**config.mk**
```make
export PLATFORM = sky130hd
export DESIGN_NAME = dca_matrix_load_sequencer
export DESIGN_NICKNAME = d
export VERILOG_FILES = /design/src/rtl/dca_matrix_load_sequencer.sv
export SDC_FILE = /design/constraint.sdc
export NUM_CORES = 1
export LEC_CHECK = 0
export ABC_CLOCK_PERIOD_IN_PS = 4800
export CAP_MARGIN = 20
export CORE_UTILIZATION = 49
export CTS_CLUSTER_SIZE = 14
export DETAILED_ROUTE_END_ITERATION = 10
export DONT_BUFFER_PORTS = 1
export SYNTH_ARGS = -nofsm -noshare
export SYNTH_HDL_FRONTEND = slang
export SYNTH_SLANG_ARGS = --single-unit
export TNS_END_PERCENT = 50
```
**constraint.sdc**
```tcl
create_clock -name clk -period 4.8 [get_ports clk]
set_input_delay 0.24 -clock clk [delete_from_list [all_inputs] [get_ports clk]]
set_output_delay 0.24 -clock clk [all_outputs]
set_load 0.03 [all_outputs]
```
**src/rtl/dca_matrix_load_sequencer.sv**
```systemverilog
// dca_matrix_load_sequencer
// Turns one matrix-load instruction into a series of per-row memory read
// requests for the row-unpack stage. Each request carries the row byte address,
// the row size in bytes and {last_row, row_idx}. Rows in flight (issued but not
// yet answered by rsp_fire) are capped at MAX_OUTSTANDING. done pulses once the
// last row has been issued and every outstanding response has come back.
//
// Ports
//   clk, rstnn                      clock, async active-low reset
//   inst_valid/inst_ready, inst_*   instruction handshake and fields
//   req_valid/req_ready, req_*      row request handshake, address, size, tag
//   rsp_fire                        one row consumed by the unpack stage
//   cfg_elem_log2, cfg_is_signed    element format, held from instruction accept
//   busy, done, err_underflow       status
//
// state | meaning
// ------+------------------------------------------------------------
// IDLE  | waiting for an instruction; inst_ready high
// ISSUE | presenting row requests, throttled by the outstanding count
// DRAIN | all rows issued; waiting for outstanding responses to return
module dca_matrix_load_sequencer #(
    parameter int BW_ADDR         = 32,
    parameter int BW_STRIDE_LS3   = 16,
    parameter int BW_NUM_ROW_M1   = 8,
    parameter int BW_NUM_COL_M1   = 8,
    parameter int MAX_OUTSTANDING = 4
) (
    input  logic                     clk,
    input  logic                     rstnn,
    input  logic                     inst_valid,
    output logic                     inst_ready,
    input  logic [BW_ADDR-1:0]       inst_addr,
    input  logic [BW_STRIDE_LS3-1:0] inst_stride_ls3,
    input  logic [BW_NUM_ROW_M1-1:0] inst_num_row_m1,
    input  logic [BW_NUM_COL_M1-1:0] inst_num_col_m1,
    input  logic [2:0]               inst_elem_log2,
    input  logic                     inst_is_signed,
    output logic                     req_valid,
    input  logic                     req_ready,
    output logic [BW_ADDR-1:0]       req_addr,
    output logic [BW_ADDR-1:0]       req_size,
    output logic [BW_NUM_ROW_M1:0]   req_txn_info,
    input  logic                     rsp_fire,
    output logic [2:0]               cfg_elem_log2,
    output logic                     cfg_is_signed,
    output logic                     busy,
    output logic                     done,
    output logic                     err_underflow
);

    localparam int CNT_W = $clog2(MAX_OUTSTANDING + 1);
    // Row size in bits needs num_col_m1 width + 1 (the +1) + 5 (shift) + 1 (round-up carry).
    localparam int SZ_W  = BW_NUM_COL_M1 + 7;

    typedef enum logic [1:0] {
        S_IDLE  = 2'd0,
        S_ISSUE = 2'd1,
        S_DRAIN = 2'd2
    } state_t;

    state_t                   state_q, state_d;
    logic [BW_ADDR-1:0]       cur_addr_q, cur_addr_d;
    logic [BW_NUM_ROW_M1-1:0] row_idx_q, row_idx_d;
    logic [BW_NUM_ROW_M1-1:0] num_row_m1_q, num_row_m1_d;
    logic [BW_STRIDE_LS3-1:0] stride_q, stride_d;
    logic [BW_ADDR-1:0]       req_size_q, req_size_d;
    logic [2:0]               elem_q, elem_d;
    logic                     signed_q, signed_d;
    logic [CNT_W-1:0]         out_cnt_q, out_cnt_d;
    logic                     err_q, err_d;

    logic                     req_hs;
    logic                     is_last;
    logic [2:0]               elem_clamped;
    logic [SZ_W-1:0]          row_bits;
    logic [SZ_W-1:0]          row_bytes;

    assign elem_clamped = (inst_elem_log2 > 3'd5) ? 3'd5 : inst_elem_log2;
    assign row_bits     = (SZ_W'(inst_num_col_m1) + SZ_W'(1)) << elem_clamped;
    assign row_bytes    = (row_bits + SZ_W'(7)) >> 3;

    assign is_last = (row_idx_q == num_row_m1_q);
    // Throttle uses the registered count only, so a response in a full cycle
    // re-opens the request path one cycle later.
    assign req_valid = (state_q == S_ISSUE) && (out_cnt_q < CNT_W'(MAX_OUTSTANDING));
    assign req_hs    = req_valid & req_ready;

    always_comb begin
        state_d      = state_q;
        cur_addr_d   = cur_addr_q;
        row_idx_d    = row_idx_q;
        num_row_m1_d = num_row_m1_q;
        stride_d     = stride_q;
        req_size_d   = req_size_q;
        elem_d       = elem_q;
        signed_d     = signed_q;
        out_cnt_d    = out_cnt_q;
        err_d        = err_q;
        done         = 1'b0;

        if (req_hs && !rsp_fire) begin
            out_cnt_d = out_cnt_q + CNT_W'(1);
        end else if (!req_hs && rsp_fire) begin
            if (out_cnt_q == '0) begin
                err_d = 1'b1;
            end else begin
                out_cnt_d = out_cnt_q - CNT_W'(1);
            end
        end

        case (state_q)
            S_IDLE: begin
                if (inst_valid) begin
                    state_d      = S_ISSUE;
                    cur_addr_d   = inst_addr;
                    row_idx_d    = '0;
                    num_row_m1_d = inst_num_row_m1;
                    stride_d     = inst_stride_ls3;
                    req_size_d   = BW_ADDR'(row_bytes);
                    elem_d       = elem_clamped;
                    signed_d     = inst_is_signed;
                    // A new instruction starts with a clean error flag.
                    err_d        = 1'b0;
                end
            end
            S_ISSUE: begin
                if (req_hs) begin
                    row_idx_d  = row_idx_q + BW_NUM_ROW_M1'(1);
                    cur_addr_d = cur_addr_q + BW_ADDR'({stride_q, 3'b000});
                    if (is_last) begin
                        state_d = S_DRAIN;
                    end
                end
            end
            S_DRAIN: begin
                if (out_cnt_q == '0) begin
                    done    = 1'b1;
                    state_d = S_IDLE;
                end
            end
            default: state_d = S_IDLE;
        endcase
    end

    always_ff @(posedge clk or negedge rstnn) begin
        if (!rstnn) begin
            state_q      <= S_IDLE;
            cur_addr_q   <= '0;
            row_idx_q    <= '0;
            num_row_m1_q <= '0;
            stride_q     <= '0;
            req_size_q   <= '0;
            elem_q       <= '0;
            signed_q     <= 1'b0;
            out_cnt_q    <= '0;
            err_q        <= 1'b0;
        end else begin
            state_q      <= state_d;
            cur_addr_q   <= cur_addr_d;
            row_idx_q    <= row_idx_d;
            num_row_m1_q <= num_row_m1_d;
            stride_q     <= stride_d;
            req_size_q   <= req_size_d;
            elem_q       <= elem_d;
            signed_q     <= signed_d;
            out_cnt_q    <= out_cnt_d;
            err_q        <= err_d;
        end
    end

    assign inst_ready    = (state_q == S_IDLE);
    assign busy          = (state_q != S_IDLE);
    assign req_addr      = cur_addr_q;
    assign req_size      = req_size_q;
    // Tag is zero outside ISSUE so an idle block shows no stale last_row flag.
    assign req_txn_info  = (state_q == S_ISSUE) ? {is_last, row_idx_q} : '0;
    assign cfg_elem_log2 = elem_q;
    assign cfg_is_signed = signed_q;
    assign err_underflow = err_q;

endmodule

```
# Word level (Yosys, flattened, before mapping)
# Index checks and enable logic that the tools add are counted.
[word_totals]
ff_bits = 86
inputBits = 73
output_inout_bits = 82
elab_cells = 65
[op_classes]
add_sub_neg = 6
magnitude_cmp = 2
n_eq_ne = 8
shift = 1
muxes = 23
n_bitwise = 1
n_reduce_logical = 14
[ops]
columns = ["op", "count"]
rows = [
  ["$mux W32", 2],
  ["$pmux W32 S2", 1],
  ["$add A32 B19 Y32", 1],
  ["$mux W8", 2],
  ["$pmux W8 S2", 1],
  ["$add A15 B3 Y15 const B", 1],
  ["$shl A9 B3 Y15", 1],
  ["$mux W3", 4],
  ["$ne A2 B2 Y1 const B", 5],
  ["$add A8 B1 Y9 const B", 1],
  ["$mux W9", 1],
  ["$add A8 B1 Y8 const B", 1],
  ["$eq A8 B8 Y1", 1],
  ["$mux W2", 4],
  ["$mux W1", 7],
  ["$pmux W2 S3", 1],
  ["$reduce_bool A2 Y1", 3],
  ["$reduce_and A2 Y1", 2],
  ["$reduce_and A4 Y1", 1],
  ["$add A3 B1 Y3 const B", 1],
  ["$gt A3 B3 Y1 const B", 1],
  ["$logic_and A1 B1 Y1", 3],
  ["$logic_not A3 Y1", 1],
  ["$lt A3 B3 Y1 const B", 1],
  ["7 further kinds", 8],
]

# Logic depth before layout (Yosys ltp)
# Gate-level depths: netlist of run 1.
[depth]
depth_word = 9
ltp_mapped = 12
mapped_depth_nobuf = 11

# Least setup slack after synthesis of run 1
# Ideal clock, no wire load.
[synth_timing]
path_type = "reg-to-reg"
from = "register state_q[1]"
to = "register out_cnt_q[2]"
arrival_ns = 2.812
required_ns = 4.721
slack_ns = 1.909
stages_incl_launch_ff = 13
n_path_buf = 1
synth_period_minus_slack_ns = 2.891
path_cell_list = "dfrtp_1 -> nand2b_1 -> nor2_1 -> nand2_1 -> inv_1 -> buf_1 -> ha_1 -> inv_1 -> fa_1 -> nor3_1 -> a21oi_1 -> nor2_1 -> xor2_1"
[synth_via]
elab_chain_cells = 7
word_cells_on_any_way = 10
cone_classes = "eq/ne (2); mux (1); bitwise (1); reduce/logical (6)"
[synth_rtl]
columns = ["item", "line", "source"]
rows = [
  ["from (decl)", "61", "state_t state_q, state_d;"],
  ["from (signal assigned)", "158", "state_q <= state_d;"],
  ["$eq A2 B1 Y1 (*)", "85", "assign req_valid = (state_q == S_ISSUE) && (out_cnt_q < CNT_W'(MAX_OUTSTANDING));"],
  ["$logic_and A1 B1 Y1 (*)", "85", ""],
  ["named net req_valid", "38", "output logic req_valid,"],
  ["$and A1 B1 Y1 (*)", "86", "assign req_hs = req_valid & req_ready;"],
  ["$logic_not A1 Y1", "103", "end else if (!req_hs && rsp_fire) begin"],
  ["$logic_and A1 B1 Y1", "103", ""],
  ["$reduce_bool A2 Y1 (no line)", "n/a", ""],
  ["$reduce_and A2 Y1 (no line)", "n/a", ""],
  ["to (signal assigned)", "166", "out_cnt_q <= out_cnt_d;"],
  ["to (decl)", "69", "logic [CNT_W-1:0] out_cnt_q, out_cnt_d;"],
]
# The timed path passes the listed nets; every way through them passes the cells marked *.
# A chain may end at the register's enable or synchronous reset.

# Final worst setup path of run 1
# Same ends and word-level chain as after synthesis.

==> results of run 1 <==
[registers in the layout, summed over array words and instances, names as in the netlist, 2 cells and up]
signal and cells:
state_q 2, req_size 12, req_addr 32, stride_q 16, row_idx_q 8, out_cnt_q 3, cfg_elem_log2 3, num_row_m1_q 8
[worst max-delay path: stages (launching register included)]
cell,delay (ps)
dfrtp_1,410
nand2b_1,410
nor2_1,630
nand2_1,120
buf_4,220
inv_1,390
ha_1,300
inv_1,70
fa_1,380
nor3_1,180
a21oi_1,60
nor2_1,130
xor2_1,160
[Yosys cell counts (4+ instances only)]
library cell	n	share of area, %
nand2_1	147	9.9
dfrtp_1	86	39
nor2_1	59	4.0
a21oi_1	45	4.1
o21ai_0	29	2.6
xor2_1	25	3.9
nand3_1	23	2.1
buf_4	22	3.0
ha_1	20	4.5
clkbuf_1	16	1.1
and2_1	12	1.4
a21o_1	11	1.5
o22ai_1	11	1.2
inv_1	9	0.61
mux2i_1	9	1.6
buf_1	8	0.54
nor3_1	8	0.72
xnor2_1	8	1.3
a31oi_1	7	0.79
and3_1	7	0.79
o21a_1	7	0.95
a211oi_1	6	0.81
a22oi_1	6	0.81
nand4_1	6	0.68
buf_2	5	0.45
nand2b_1	5	0.56
nor4_1	5	0.56
nor2b_1	4	0.45
o22a_1	4	0.63
[cell families after synthesis]
logic type,after synthesis,share of synthesized area [%]
fa+ha+maj,22,5.226
other cells,1,0.06752
flops,86,38.75
xor+xnor,34,5.700
mux,10,1.825
compound gates,161,19.42
buf+inv,61,5.857
simple gates,289,23.16
[metrics by stage]
stage,power (µW),cell area [µm²],worst slack [ps]
4_1_cts,4569,6012,1265
3_3_place_gp,3742,5555,1391
3_5_place_dp,3789,5555,1295
2_1_floorplan,3353,5625,1909
5_1_grt,4907,6012,1002
6_report,4545,6012,1262
[what timing repair did]
item                                   CTS  global route
endpoints found under the hold margin   97             0
hold buffers                            13             0
buffers inserted                         0             0
[metal layers]
metal  global-route usage (%)  up-vias  part of all wire (%)
met5                        0        -                     0
met4                    6.371        0                  0.89
met1                    32.07     2241                    46
met3                    7.535       10                   8.5
li1                         -     2280                     -
met2                    36.48      157                    45
[worst min path at each step]
| stage | startpoint | end | slack (ps) |
|---|---|---|---|
| 6_report | inst_stride_ls3[14] | stride_q[14]$_DFFE_PN0P_ | 4 |
| 5_1_grt | inst_num_row_m1[0] | num_row_m1_q[0]$_DFFE_PN0P_ | 4 |
| 4_1_cts | inst_stride_ls3[7] | stride_q[7]$_DFFE_PN0P_ | 0.3 |
| 3_5_place_dp | rstnn | req_addr[20]$_DFFE_PN0P_ | -50 |
| 3_3_place_gp | rstnn | req_addr[20]$_DFFE_PN0P_ | -50 |
| 2_1_floorplan | rstnn | cfg_elem_log2[0]$_DFFE_PN0P_ | -60 |
[where the power goes]
part	total, µW	switching, µW	internal [µW]
logic	2080	1270	811
clock network	730	298	432
registers	1740	694	1040
total	4540	2260	2290
[cell type report]
| cell class | instances | area [µm²] |
|---|---|---|
| inverters | 9 | 33.78 |
| multi-input cells | 536 | 3157 |
| clock inverters | 5 | 56.30 |
| repair buffers | 18 | 185.2 |
| clock buffers | 11 | 252.7 |
| fillers | 1046 | 4923 |
| flip-flops and latches | 86 | 2152 |
| well taps | 140 | 175.2 |
==> results.py, run 1 <==
metrics = {
    "drt": {
        "detail-route-antenna-nets": 0,
        "vias": 4688,
        "firstDrtPassIters": 6,
        "via_per_inst": 5.824,
        "wl_mm": 13.67,
        "post-route-drc-count": 0,
        "drt-wirelength-per-cell_um": 16.98,
        "drtIter0Drc": 302,
    },
    "pwr": {
        "powerDensity_mw_per_mm2": 756.0,
        "vdd_drop_max_uv": 383.1,
        "total_leakage_power_uw": 0.002789,
    },
    "timing": {
        "finalHoldViolCount": 0,
        "maxSlewViolCount": 0,
        "fin_crit_sh_pct": 73.72,
        "max_slew_margin_pct": 32.84,
        "fmax_ghz": 0.2826,
        "finClkSkew_ps": 7.332,
        "worstMarginPinSlew_ps": 1006,
        "hold_ws_ps": 4.416,
        "rsz0062_at_grt": "false",
        "period_needed_ps": 3538,
        "fin_tns_setup_ps": 0,
        "final-setup-viol-count": 0,
    },
    "final_layout": {
        "antenna-diode-count": 0,
        "final_common_cell": "nand2_1",
        "post-route-util_pct": 54.98,
        "instances_no_fill": 805,
        "layout_common_cells": "nand2_1 (146), dfrtp_1 (86), nor2_1 (58), a21oi_1 (45), o21ai_0 (29)",
        "area_delta_synth_final_pct": 8.245,
        "drive_gt1_share_pct": 6.466,
        "nets": 755,
    },
    "die": {
        "start_util_pct": 50.79,
        "core_mm2": 0.01094,
        "rows": 38,
        "dieWidth_um": 108.5,
        "io_pins": 155,
        "die-area_mm2": 0.01176,
        "fp.dieH_um": 108.5,
    },
    "run": {
        "drv_cap": 0,
    },
    "synth": {
        "ys_types": 68,
        "synth_warnings": 0,
        "avgSynthCellArea_um2": 8.365,
        "ys_ff_latch": 86,
        "synth_flop_cell": "dfrtp_1",
        "synth_edf_count": 0,
        "netlist_area_mm2": 0.005554,
        "ys_seq_area_share_pct": 38.75,
        "async_flop_share_pct": 100.0,
        "syn_inst": 664,
    },
    "worst_setup_path": {
        "worst_ep_arrival_time_ps": 3810,
        "crit_path_start": "state_q[1]$_DFFE_PN0P_",
        "ff2ff_setup_slack_ps": 1260,
        "critPathMaxFanout": 15,
        "start_kind": "flip-flop",
        "endpoint": "out_cnt_q[2]$_DFFE_PN0P_",
        "timing.rr.start": "state_q[1]$_DFFE_PN0P_",
        "rr_endpoint": "out_cnt_q[2]$_DFFE_PN0P_",
        "criticalPathCategory": "reg2reg",
        "required_ps": 5070,
        "crit_path_end_kind": "flip-flop",
        "reg2reg_depth": 12,
    },
    "grt": {
        "antenna_found_initial": 0,
        "grt_first_pass_wirelength_mm": 21.76,
        "gr-total-overflow": 0,
        "grt_usage_pct": 23.71,
        "grt_pass1_vias": 4403,
        "grt_start_max_net_pins": 87,
    },
    "cts": {
        "path_clk_slew_ps": 70,
        "cts_buffers": 9,
        "clockRootBuffer": "clkbuf_16",
        "cts_num_sinks": 86,
        "clk_latency_ps": 340,
        "tritoncts": "yes",
        "cts_max_path_buffers": 2,
        "htreeDepth": 3,
        "cts_resized": 0,
    },
    "min_path": {
        "min_path_type": "in2reg",
        "holdPathStages": 2,
    },
    "placement": {
        "place.gp.congestion": 0.8773,
        "place_inst": 776,
        "hpwl_mm": 9.493,
        "portBuffers": 0,
    },
    "status": {
        "status": "finished, final reports clean",
    },
}
(Power assumes the default switching activity.)
==> inputs of run 2 (changes only) <==
--- a/config.mk
+++ b/config.mk
@@ -5,7 +5,7 @@
 export SDC_FILE = /design/constraint.sdc
 export NUM_CORES = 1
 export LEC_CHECK = 0
-export ABC_CLOCK_PERIOD_IN_PS = 4800
+export ABC_CLOCK_PERIOD_IN_PS = 3600
 export CAP_MARGIN = 20
 export CORE_UTILIZATION = 49
 export CTS_CLUSTER_SIZE = 14
==> constraint.sdc (replaced) <==
create_clock -name clk -period 3.6 [get_ports clk]
set_input_delay 0.18 -clock clk [delete_from_list [all_inputs] [get_ports clk]]
set_output_delay 0.18 -clock clk [all_outputs]
set_load 0.03 [all_outputs]
==> results.py, run 2 (same netlist as run 1, synthesis figures left out) <==
metrics = {
    "timing": {
        "max_slew_margin_pct": 52.24,
        "worst_slack_ps": 362.3,
        "maxSlewViolCount": 0,
        "fmax_ghz": 0.3089,
        "period_needed_ps": 3238,
        "fin_crit_sh_pct": 89.94,
        "worstMarginPinSlew_ps": 716.3,
        "final-setup-viol-count": 0,
        "finClkSkew_ps": 7.804,
        "fin_tns_setup_ps": 0,
        "rsz0062_at_grt": "false",
        "finalHoldViolCount": 0,
    },
    "drt": {
        "wl_mm": 14.10,
        "vias": 4756,
        "drtIter0Drc": 287,
        "post-route-drc-count": 0,
        "drt-wirelength-per-cell_um": 16.96,
        "via_per_inst": 5.723,
        "detail-route-antenna-nets": 0,
        "firstDrtPassIters": 4,
    },
    "worst_setup_path": {
        "crit_path_end_kind": "flip-flop",
        "worst_ep_arrival_time_ps": 3470,
        "required_ps": 3830,
        "timing.rr.start": "req_addr[3]$_DFFE_PN0P_",
        "critPathMaxFanout": 7,
        "crit_path_start": "req_addr[3]$_DFFE_PN0P_",
        "criticalPathCategory": "reg2reg",
        "start_kind": "flip-flop",
    },
    "placement": {
        "hpwl_mm": 9.755,
        "place.gp.congestion": 0.8504,
        "portBuffers": 0,
        "place_inst": 782,
        "place_area_mm2": 0.005600,
        "post-place-ws_ps": 439.4,
    },
    "pwr": {
        "total_leakage_power_uw": 0.002924,
        "power_frac_seq_pct": 36.9,
        "p_comb_share_pct": 45.8,
        "power_uw": 6273,
        "p_clk_share_pct": 17.3,
        "powerDensity_mw_per_mm2": 994.9,
        "internal-power_uw": 3230,
        "vdd_drop_max_uv": 481.6,
        "swShare_pct": 48.51,
        "power_switching_uw": 3043,
    },
    "final_layout": {
        "fin_area_mm2": 0.006305,
        "num-fill-cells": 1015,
        "drive_gt1_share_pct": 6.946,
        "seq_area_mm2": 0.002152,
        "layout_common_cells": "nand2_1 (146), dfrtp_1 (86), nor2_1 (58), a21oi_1 (45), dlygate4sd3_1 (33)",
        "largest_reg_flops": 32,
        "antenna-diode-count": 0,
        "final_common_cell": "nand2_1",
        "area_delta_synth_final_pct": 13.52,
        "multi_input_area_mm2": 0.003157,
        "nets": 782,
        "instances_no_fill": 831,
    },
    "cts": {
        "tritoncts": "yes",
        "htreeDepth": 3,
        "post_cts_buffers": 0,
        "path_clk_slew_ps": 70,
        "clk_latency_ps": 350,
        "cts_max_path_buffers": 2,
        "cts_buffers": 9,
        "clockRootBuffer": "clkbuf_16",
        "cts_num_sinks": 86,
    },
    "grt": {
        "grt_start_max_net_pins": 87,
        "grt_first_pass_wirelength_mm": 22.34,
        "grt_usage_pct": 24.56,
        "grt_pass1_vias": 4505,
        "antenna_found_initial": 0,
        "gr-total-overflow": 0,
    },
    "status": {
        "status": "finished, final reports clean",
    },
    "die": {
        "die-area_mm2": 0.01176,
        "dieWidth_um": 108.5,
        "core_mm2": 0.01094,
        "io_pins": 155,
        "rows": 38,
        "start_util_pct": 50.79,
        "fp.dieH_um": 108.5,
    },
    "run": {
        "drv_cap": 0,
    },
    "min_path": {
        "min_path_type": "in2reg",
        "hp-start": "inst_addr[4]",
    },
}
## run 2: path summary, 6_finish.rpt
check	depth (start not counted)	end	slack [ps]
setup / recovery	10	req_addr[29]$_DFFE_PN0P_	360
hold / removal	2	req_addr[4]$_DFFE_PN0P_	10
setup reg to reg	10	req_addr[29]$_DFFE_PN0P_	360
hold reg to reg	2	stride_q[11]$_DFFE_PN0P_	480
max in group asynchronous	2	req_size[8]$_DFFE_PN0P_	2860
min in group asynchronous	2	req_addr[26]$_DFFE_PN0P_	400
## run 2: repair_timing
action | CTS | global route
hold endpoints to repair | 120 | 0
hold buffers | 34 | 0
gates resized for setup | 0 | 0
## run 2: final cells by class
| cell class | count | share of cell area (%) |
|---|---|---|
| multi-input cells | 536 | 50.07 |
| flip-flops and latches | 86 | 34.13 |
| repair buffers | 45 | 6.986 |
| clock buffers | 10 | 3.790 |
| well taps | 140 | 2.778 |
| clock inverters | 5 | 1.707 |
| inverters | 9 | 0.5358 |
## run 2: power groups by stage
stage	logic, µW	clock network [µW]	registers [µW]
final	2870	1080	2310
after global routing	3230	1140	2380
after CTS	2880	1110	2310
after detailed placement	2790	0	2340
after global placement	2740	0	2320
after floorplan	2270	0	2200
## run 2: metrics by stage
step                hold WS, ps  util, %
finish                    13.36    57.65
global route              15.50    57.65
CTS                       3.075    57.65
detailed placement       -113.7    51.21
global placement         -114.0    51.21
floorplan                -115.6        -
## run 2: metal layers
metal  track usage, %  part of all wire (%)  vias to the layer above
li1                 -                     -                     2324
met2            38.20                    45                      146
met1            32.88                    47                     2273
met3            6.631                   6.9                       13
met5                0                     0                        -
met4            8.591                   1.2                        0
## run 2: worst max-delay path, stage by stage, from the launching register on
cell     delay, ps
dfrtp_1        530
ha_1           310
fa_1           400
a21o_1         180
a21oi_1        250
o21ai_0        150
a21oi_1        450
o22ai_1        350
a31o_2         320
a21oi_1        140
a21oi_1         50
